[src/rtl/eq_pkg.sv]
// Shared types and constants for the slide-pot scanner.
package eq_pkg;

    // 12-bit pot value as delivered by the ADC128S.
    typedef logic [11:0] pot_t;

    // Scanner FSM states.
    typedef enum logic [1:0] {
        StIdle,
        StStart,
        StWait,
        StStore
    } state_t;

    // Logical pot indices.
    localparam logic [2:0] IDX_LP  = 3'd0;
    localparam logic [2:0] IDX_B1  = 3'd1;
    localparam logic [2:0] IDX_B2  = 3'd2;
    localparam logic [2:0] IDX_B3  = 3'd3;
    localparam logic [2:0] IDX_HP  = 3'd4;
    localparam logic [2:0] IDX_VOL = 3'd5;

    // ADC channel wired to each logical index; entry 0 is the LP pot.
    localparam logic [5:0][2:0] CH_MAP = {3'd7, 3'd3, 3'd2, 3'd4, 3'd0, 3'd1};

    // One step of the quarter-gain low-pass: cur + ((res - cur) >>> 2) in 13-bit signed.
    function automatic pot_t smooth(input pot_t cur, input pot_t res);
        logic signed [12:0] diff;
        logic signed [12:0] sum;
        diff = $signed({1'b0, res}) - $signed({1'b0, cur});
        sum  = $signed({1'b0, cur}) + (diff >>> 2);
        return sum[11:0];
    endfunction

endpackage

[src/rtl/pot_scan_ctrl_if.sv]
// Handshake between the pot scanner and the A2D SPI master.
interface pot_scan_ctrl_if;

    logic        strt_cnv;
    logic [2:0]  chnnl;
    logic        cnv_cmplt;
    logic [11:0] res;

    // Scanner side issues requests and receives results.
    modport master (
        output strt_cnv,
        output chnnl,
        input  cnv_cmplt,
        input  res
    );

    // A2D side answers requests.
    modport slave (
        input  strt_cnv,
        input  chnnl,
        output cnv_cmplt,
        output res
    );

endinterface

[src/rtl/pot_scan_ctrl.sv]
// Round-robin slide-pot scanner: requests one A2D conversion every INTERVAL cycles,
// stores each result in a per-pot register and flags timeouts.
// Optional macro POT_SMOOTH_EN: low-pass filter each pot instead of loading raw results.
module pot_scan_ctrl
    import eq_pkg::*;
#(
    parameter int unsigned NUM_CH   = 6,
    parameter int unsigned INTERVAL = 1024,
    parameter int unsigned TIMEOUT  = 256
) (
    input  logic              clk,
    input  logic              rst,
    pot_scan_ctrl_if.master   adc,
    output pot_t [NUM_CH-1:0] pot,
    output logic              upd,
    output logic [2:0]        upd_idx,
    output logic              all_vld,
    output logic              err
);

    // One counter serves both the idle interval and the conversion timeout.
    localparam int unsigned CntMax = (INTERVAL > TIMEOUT) ? INTERVAL : TIMEOUT;
    localparam int unsigned CntW   = $clog2(CntMax + 1);

    state_t            state_q, state_d;
    logic [CntW-1:0]   cnt_q, cnt_d;
    logic [2:0]        idx_q, idx_d, idx_nxt;
    pot_t              res_q, res_d;
    logic              err_q, err_d;
    logic              store;
    pot_t              pot_wr;
    pot_t [NUM_CH-1:0] pot_q;
    logic [NUM_CH-1:0] written_q;
    logic              upd_q;
    logic [2:0]        upd_idx_q;

    assign idx_nxt = (idx_q == 3'(NUM_CH - 1)) ? 3'd0 : idx_q + 3'd1;

    // Next-state, counter, index and error logic.
    always_comb begin
        state_d = state_q;
        cnt_d   = cnt_q;
        idx_d   = idx_q;
        res_d   = res_q;
        err_d   = err_q;
        store   = 1'b0;
        unique case (state_q)
            StIdle: begin
                if (cnt_q == CntW'(INTERVAL - 1)) begin
                    cnt_d   = '0;
                    state_d = StStart;
                end else begin
                    cnt_d = cnt_q + CntW'(1);
                end
            end
            StStart: begin
                cnt_d   = '0;
                state_d = StWait;
            end
            StWait: begin
                // Completion takes priority over a timeout in the same cycle.
                if (adc.cnv_cmplt) begin
                    res_d   = adc.res;
                    cnt_d   = '0;
                    state_d = StStore;
                end else if (cnt_q == CntW'(TIMEOUT - 1)) begin
                    err_d   = 1'b1;
                    idx_d   = idx_nxt;
                    cnt_d   = '0;
                    state_d = StIdle;
                end else begin
                    cnt_d = cnt_q + CntW'(1);
                end
            end
            StStore: begin
                store   = 1'b1;
                idx_d   = idx_nxt;
                cnt_d   = '0;
                state_d = StIdle;
            end
            default: state_d = StIdle;
        endcase
    end

    // Control state registers.
    always_ff @(posedge clk) begin
        if (rst) begin
            state_q <= StIdle;
            cnt_q   <= '0;
            idx_q   <= '0;
            res_q   <= '0;
            err_q   <= 1'b0;
        end else begin
            state_q <= state_d;
            cnt_q   <= cnt_d;
            idx_q   <= idx_d;
            res_q   <= res_d;
            err_q   <= err_d;
        end
    end

`ifdef POT_SMOOTH_EN
    // First write after reset seeds the filter with the raw result.
    assign pot_wr = written_q[idx_q] ? smooth(pot_q[idx_q], res_q) : res_q;
`else
    assign pot_wr = res_q;
`endif

    // Pot storage, update strobe and written-once tracking.
    always_ff @(posedge clk) begin
        if (rst) begin
            pot_q     <= '0;
            written_q <= '0;
            upd_q     <= 1'b0;
            upd_idx_q <= '0;
        end else begin
            upd_q <= store;
            if (store) begin
                pot_q[idx_q]     <= pot_wr;
                written_q[idx_q] <= 1'b1;
                upd_idx_q        <= idx_q;
            end
        end
    end

    assign adc.strt_cnv = (state_q == StStart);
    assign adc.chnnl    = CH_MAP[idx_q];
    assign pot          = pot_q;
    assign upd          = upd_q;
    assign upd_idx      = upd_idx_q;
    assign all_vld      = &written_q;
    assign err          = err_q;

endmodule
[src/flat_wrapper.sv]
// flat-port wrapper written by rule: the top's interface ports become plain ports
module pot_scan_ctrl_flat import eq_pkg::*;
#(
    parameter int unsigned NUM_CH   = 6,
    parameter int unsigned INTERVAL = 1024,
    parameter int unsigned TIMEOUT  = 256
)
  (clk, rst, pot, upd, upd_idx, all_vld, err, adc_strt_cnv, adc_chnnl, adc_cnv_cmplt, adc_res);
  pot_scan_ctrl_if adc_i ();
  input  logic clk;
  input  logic rst;
  output pot_t [NUM_CH-1:0] pot;
  output logic upd;
  output logic [2:0] upd_idx;
  output logic all_vld;
  output logic err;
  output wire logic [$bits(adc_i.strt_cnv)-1:0] adc_strt_cnv;
  output wire logic [$bits(adc_i.chnnl)-1:0] adc_chnnl;
  input wire logic [$bits(adc_i.cnv_cmplt)-1:0] adc_cnv_cmplt;
  input wire logic [$bits(adc_i.res)-1:0] adc_res;
  assign adc_strt_cnv = adc_i.strt_cnv;
  assign adc_chnnl = adc_i.chnnl;
  assign adc_i.cnv_cmplt = adc_cnv_cmplt;
  assign adc_i.res = adc_res;
  pot_scan_ctrl #(.NUM_CH(NUM_CH), .INTERVAL(INTERVAL), .TIMEOUT(TIMEOUT)) u_core (.clk(clk), .rst(rst), .adc(adc_i), .pot(pot), .upd(upd), .upd_idx(upd_idx), .all_vld(all_vld), .err(err));
endmodule
[config.mk]
export PLATFORM = sky130hd
export DESIGN_NAME = pot_scan_ctrl_flat
export DESIGN_NICKNAME = d
export VERILOG_FILES = /design/src/rtl/eq_pkg.sv /design/src/rtl/pot_scan_ctrl_if.sv /design/src/rtl/pot_scan_ctrl.sv /design/src/flat_wrapper.sv
export SDC_FILE = /design/constraint.sdc
export NUM_CORES = 1
export LEC_CHECK = 0
export ABC_AREA = 1
export CORE_MARGIN = 2
export CORE_UTILIZATION = 43
export CTS_BUF_LIST = sky130_fd_sc_hd__clkbuf_2 sky130_fd_sc_hd__clkbuf_4 sky130_fd_sc_hd__clkbuf_8
export CTS_CLUSTER_SIZE = 20
export DETAILED_ROUTE_END_ITERATION = 10
export PLACE_DENSITY = 0.68
export SLEW_MARGIN = 10
export SYNTH_ARGS = -nofsm -noshare
export SYNTH_HDL_FRONTEND = slang
export SYNTH_SLANG_ARGS = --single-unit
[constraint.sdc]
create_clock -name clk -period 2.5 [get_ports clk]
set_input_delay 0.375 -clock clk [delete_from_list [all_inputs] [get_ports clk]]
set_output_delay 0.375 -clock clk [all_outputs]
set_load 0.02 [all_outputs]
==> results.cfg, run 1 <==
[logic_synthesis]
seq_area_frac_synth_pct = 56.6
async_flop_share_pct = 0
synth_cell_type_count = 27
synthTopCellsByArea = dfxtp_1 57%, a21oi_1 9.7%, o21ai_0 8.3%
ys.flop_type = dfxtp_1
synth_nets = 479
yosysTopAreaCellShare_pct = 56.6
synth_most_common_cell = dfxtp_1
synthCells = 463
syn_avg_cell_area_um2 = 8.71
synth_area_leader_cell = dfxtp_1
synthTopCellsByCount = 114 x dfxtp_1, 78 x a21oi_1, 67 x o21ai_0, 44 x nor2_1, 34 x inv_1
ys_warn_count = 0
synth_enable_flop_cells = 0
ys_seq_elements = 114
syn_area_um2 = 4030

[cts]
cts_tree = yes
post-cts-setup-buffers = 0
root_buffer = clkbuf_8
clk_pin_slew_worst_paths_ps = 80
h-tree-depth = 4
cts_sinks = 114
max-clock-path-buffers = 2
cts_hold_buf = 0
numCtsBuffers = 17
cts_resized = 0
clock_latency_ps = 420

[global_routing]
grtUsageTotal_pct = 21.1
grt_pass1_vias = 3335
grt_pass1_wl_um = 16400
grt_start_max_net_pins = 91
overflow = 0
antenna_found_initial = 0

[die]
rows = 35
coreArea_um2 = 9150
start_util_pct = 44.0
die_x_um = 101
die_h_um = 101
die-area_um2 = 10200
pin_count = 97

[sta]
clock_skew_ps = 13.7
slew_violations = 0
clock.fmax_ghz = 0.475
rsz0062_at_grt = false
fin_setup_tns_ps = 0
hold_viol_final = 0
fin_crit_ps = 2100
timing.final.ws_setup_ps = 397
setup_violations = 0
tightest_slew_ps = 780
max-slew-margin-rel_pct = 47.8
fin_crit_sh_pct = 84.1

[outcome]
status = complete, no violations

[drt]
drc = 0
wl_per_cell_um = 14.6
vias = 3408
drtAntennaViolNets = 0
viasPerCell = 5.00
drt-pass1-iter-count = 4
drt_wl_total_um = 9970
drt_iter0_drc = 181

[final_layout]
final_core_utilization_pct = 59.2
multi_input_area_um2 = 1470
diodes = 0
nFillCells = 821
area_growth_syn_to_layout_pct = 34.5
drive_gt1_share_pct = 10.7
seqCellArea_um2 = 2280
nets = 573

[power]
p_per_area_nw_per_um2 = 671
ir_worst_vdd_v = 0.000329
report.power.total_w = 0.00364
leakage_nw = 2.04

[run]
cap_violations = 0

[worst_hold_path]
hold_class = register to register
hp-start = u_core.upd_idx[1]

[worst_setup_path]
cp_data_required_time_ps = 2120
r2r_start = u_core.state_q[1]
crit_arrival_ps = 1730
critPathCapture = adc_strt_cnv
worstPathMaxFanout = 5
timing.rr.end = u_core.pot[50]
start_kind = register
r2r_slack_ps = 710
worstRegToRegCells = 6
path_class = register to output pin
crit_start = u_core.state_q[0]
end_kind = output pin

[place]
gp_congestion = 0.776
hpwl_um = 6630
io_buffer_count = 96
dp_slack_ps = 664
## worst max-delay path, stage by stage, from the launching register on
cell             delay [ps]
dfxtp_1                 390
inv_1                   110
nor2_1                  170
clkdlybuf4s50_1         630
## placed cells by master (no fill, tap or decap), types with 2 or more instances in the layout
master	Yosys	layout
nand2_2	2	2
inv_2	4	4
buf_4	5	4
nor2_2	4	4
o21ai_0	67	67
dfxtp_1	114	114
nor2_1	44	44
inv_6	0	6
o21ai_1	22	22
nor3_4	3	3
clkdlybuf4s50_1	0	96
clkinv_4	0	3
nand4_1	6	6
nor3_1	3	3
nor2_4	3	3
a21oi_2	7	7
clkbuf_8	0	17
clkinvlp_4	0	3
xor2_1	5	5
nand2_1	26	26
inv_1	34	34
a21oi_1	78	78
nand3_1	10	10
## per-stage QoR
stage,cell area [um^2],cells,hold slack (ps)
3_3_place_gp,5040,649,448
5_1_grt,5420,681,511
2_1_floorplan,4030,463,430
4_1_cts,5420,681,470
3_5_place_dp,5040,649,458
6_report,5420,681,466
## report_power, final
group / total [W] / internal, W / switching, W
clock network: 0.00163 / 0.000811 / 0.000823
logic: 0.000150 / 0.0000536 / 0.0000968
registers: 0.00185 / 0.00184 / 0.0000154
total: 0.00364 / 0.00270 / 0.000935
## layer usage
metal | share of wire [%] | up-vias | global-route usage (%)
met1 | 45 | 1572 | 26.3
met4 | 0.64 | 0 | 5.69
met3 | 7.3 | 5 | 8.88
met2 | 47 | 85 | 33.5
met5 | 0 | - | 0
li1 | - | 1746 | -
## cell type report
| cell class | instances | share of cell area, % |
|---|---|---|
| flip-flops and latches | 114 | 42.1 |
| multi-input cells | 285 | 27.0 |
| repair buffers | 101 | 18.6 |
| clock buffers | 17 | 4.31 |
| clock inverters | 15 | 2.72 |
| inverters | 38 | 2.63 |
| well taps | 111 | 2.56 |
## cells by family after synthesis
logic type	count (synthesis)	synth area share [%]
AO/OA/AOI/OAI	177	22.8
XOR/XNOR	5	1.09
adder cells (fa/ha/maj)	1	0.310
buffers and inverters	64	7.01
flip-flops	114	56.6
AND/OR/NAND/NOR	102	12.2
## sequential cells by signal, summed over array words and instances (netlist names)
name / flops
adc_chnnl: 3
u_core.cnt_q: 11
u_core.idx_q: 3
u_core.upd: 1
u_core.state_q: 2
u_core.upd_idx: 3
u_core.err: 1
u_core.written_q: 6
u_core.pot_wr: 12
u_core.pot: 72
## worst min path at each step
stage | end | cells past startpoint
floorplan | u_core.cnt_q[0] | 1
global placement | u_core.err | 2
detailed placement | u_core.upd_idx[1] | 2
CTS | u_core.upd_idx[1] | 2
global route | u_core.upd_idx[1] | 2
finish | u_core.upd_idx[1] | 2
Note: power is estimated with default switching activity, not from simulation.
==> inputs of run 2 (changes only) <==
==> constraint.sdc (replaced) <==
create_clock -name clk -period 2 [get_ports clk]
set_input_delay 0.3 -clock clk [delete_from_list [all_inputs] [get_ports clk]]
set_output_delay 0.3 -clock clk [all_outputs]
set_load 0.02 [all_outputs]
==> run 2 against run 1 <==
Net effect: clock skew down 2.1 ps; critical path depth unchanged; worst setup slack worse by 290 ps; via count up 1.3%; sequential power up 25%; sequential cell count unchanged; cell count up 0.29%; non-clock buffer count up 3; design area up 1.3%; critical path type unchanged; largest power group is now the clock network; highest routed layer unchanged.
==> results.cfg, run 2 (synthesis gave the netlist of run 1 again) <==
[final_layout]
drive_gt1_share_pct = 11.0
largest_register_ffs = 72
layout_common_cells = 114 x dfxtp_1, 95 x clkdlybuf4s50_1, 78 x a21oi_1
final_area_um2 = 5500
nets = 576
nFillCells = 796
diodes = 0
final_common_cell = dfxtp_1
final_core_utilization_pct = 60.0
area_growth_syn_to_layout_pct = 36.3

[sta]
hold_viol_final = 0
fin_crit_ps = 1900
setup_violations = 0
tightest_slew_ps = 644
timing.final.ws_setup_ps = 104
clock_skew_ps = 11.6
slew_violations = 0
rsz0062_at_grt = false
timing.hold.ws_ps = 464
fin_crit_sh_pct = 94.8
fin_setup_tns_ps = 0
clock.fmax_ghz = 0.527
max-slew-margin-rel_pct = 57.0

[drt]
drtAntennaViolNets = 0
wl_per_cell_um = 15.0
drt-pass1-iter-count = 4
drc = 0
vias = 3452
drt_iter0_drc = 178
viasPerCell = 5.05
drt_wl_total_um = 10200

[global_routing]
grt_pass1_wl_um = 16600
antenna_found_initial = 0
grt_pass1_vias = 3328
grt_start_max_net_pins = 57
grtUsageTotal_pct = 21.5
overflow = 0

[die]
die_h_um = 101
die-area_um2 = 10200
rows = 35
coreArea_um2 = 9150
die_x_um = 101
start_util_pct = 44.0
pin_count = 97

[worst_hold_path]
hold_end = u_core.upd_idx[1]
hold_class = register to register
hp-start = u_core.upd_idx[1]
holdPathStages = 2

[run]
cap_violations = 0

[worst_setup_path]
worstRegToRegCells = 8
r2r_start = u_core.cnt_q[0]
path_depth = 3
worstPathMaxFanout = 2
r2r_slack_ps = 230
crit_buf_inv = 1
timing.rr.end = u_core.cnt_q[0]
path_class = register to output pin
cp_data_required_time_ps = 1700
end_kind = output pin
start_kind = register
cpPeakStageDelay_ps = 630
cpMaxStageDelayCell = clkdlybuf4s50_1
crit_arrival_ps = 1600
path_cells = nand4_1 > nor2_1 > clkdlybuf4s50_1
crit_family = buffers and inverters

[power]
leakage_nw = 2.09
p_per_area_nw_per_um2 = 880
ir_worst_vdd_v = 0.000518

[place]
io_buffer_count = 96
gp_congestion = 0.772
dp_slack_ps = 253
hpwl_um = 6770
place_area_um2 = 5060

[cts]
clock_latency_ps = 430
numCtsBuffers = 17
cts_sinks = 114
cts_hold_buf = 0
h-tree-depth = 4
clk_pin_slew_worst_paths_ps = 70
cts_tree = yes
max-clock-path-buffers = 2
root_buffer = clkbuf_8

[outcome]
status = complete, no violations
run 2: cell count changes in the layout (fill, tap and decap cells not counted), sizes merged:
cell	before	now
buf	5	8
bufinv	1	4
clkbuf	17	18
clkdlybuf4s50	96	95
clkinv	4	6
clkinvlp	3	2
dlygate4sd2	0	1
inv	45	39
run 2: area by class of cell:
cell class	instances	area, um^2	area share, %
Clock buffer	18	248	4.51
Clock inverter	13	185	3.37
Inverter	38	143	2.60
Multi-Input combinational cell	285	1470	26.7
Sequential cell	114	2280	41.5
Tap cell	111	139	2.53
Timing Repair Buffer	104	1030	18.8
run 2: where the power goes:
| group | total, W | switching, W | internal [W] |
|---|---|---|---|
| logic | 0.000187 | 0.000120 | 0.0000669 |
| clock network | 0.00233 | 0.000944 | 0.00139 |
| registers | 0.00232 | 0.0000193 | 0.00230 |
| total | 0.00483 | 0.00108 | 0.00375 |
run 2: per-layer routing:
metal	track usage [%]	vias up	wire length [um]
met5	0	-	0
met4	8.43	0	108
met3	7.21	9	710
met2	34.7	92	4960
met1	26.5	1597	4470
li1	-	1754	-
run 2: repair_timing:
item,in CTS,in global routing
endpoints found under the setup margin,1,0
gates resized for setup,1,0
buffers inserted,0,0
run 2: worst max-delay path by stage:
stage	startpoint	to	slack, ps
floorplan	u_core.cnt_q[0]	u_core.cnt_q[9]	520
global placement	adc_cnv_cmplt	u_core.pot_wr[8]	310
CTS	u_core.written_q[5]	all_vld	50
global route	u_core.written_q[5]	all_vld	20
detailed placement	adc_cnv_cmplt	u_core.pot_wr[0]	250
finish	u_core.written_q[5]	all_vld	100
run 2: worst min-delay path: stages, from the launching register on:
cell	delay, ps
dfxtp_1	310
nand2_1	60
a21oi_1	50
run 2: through the flow:
step,total power (W),cells
global route,0.00500,683
CTS,0.00488,683
finish,0.00483,683
global placement,0.00255,652
floorplan,0.00247,463
detailed placement,0.00256,652
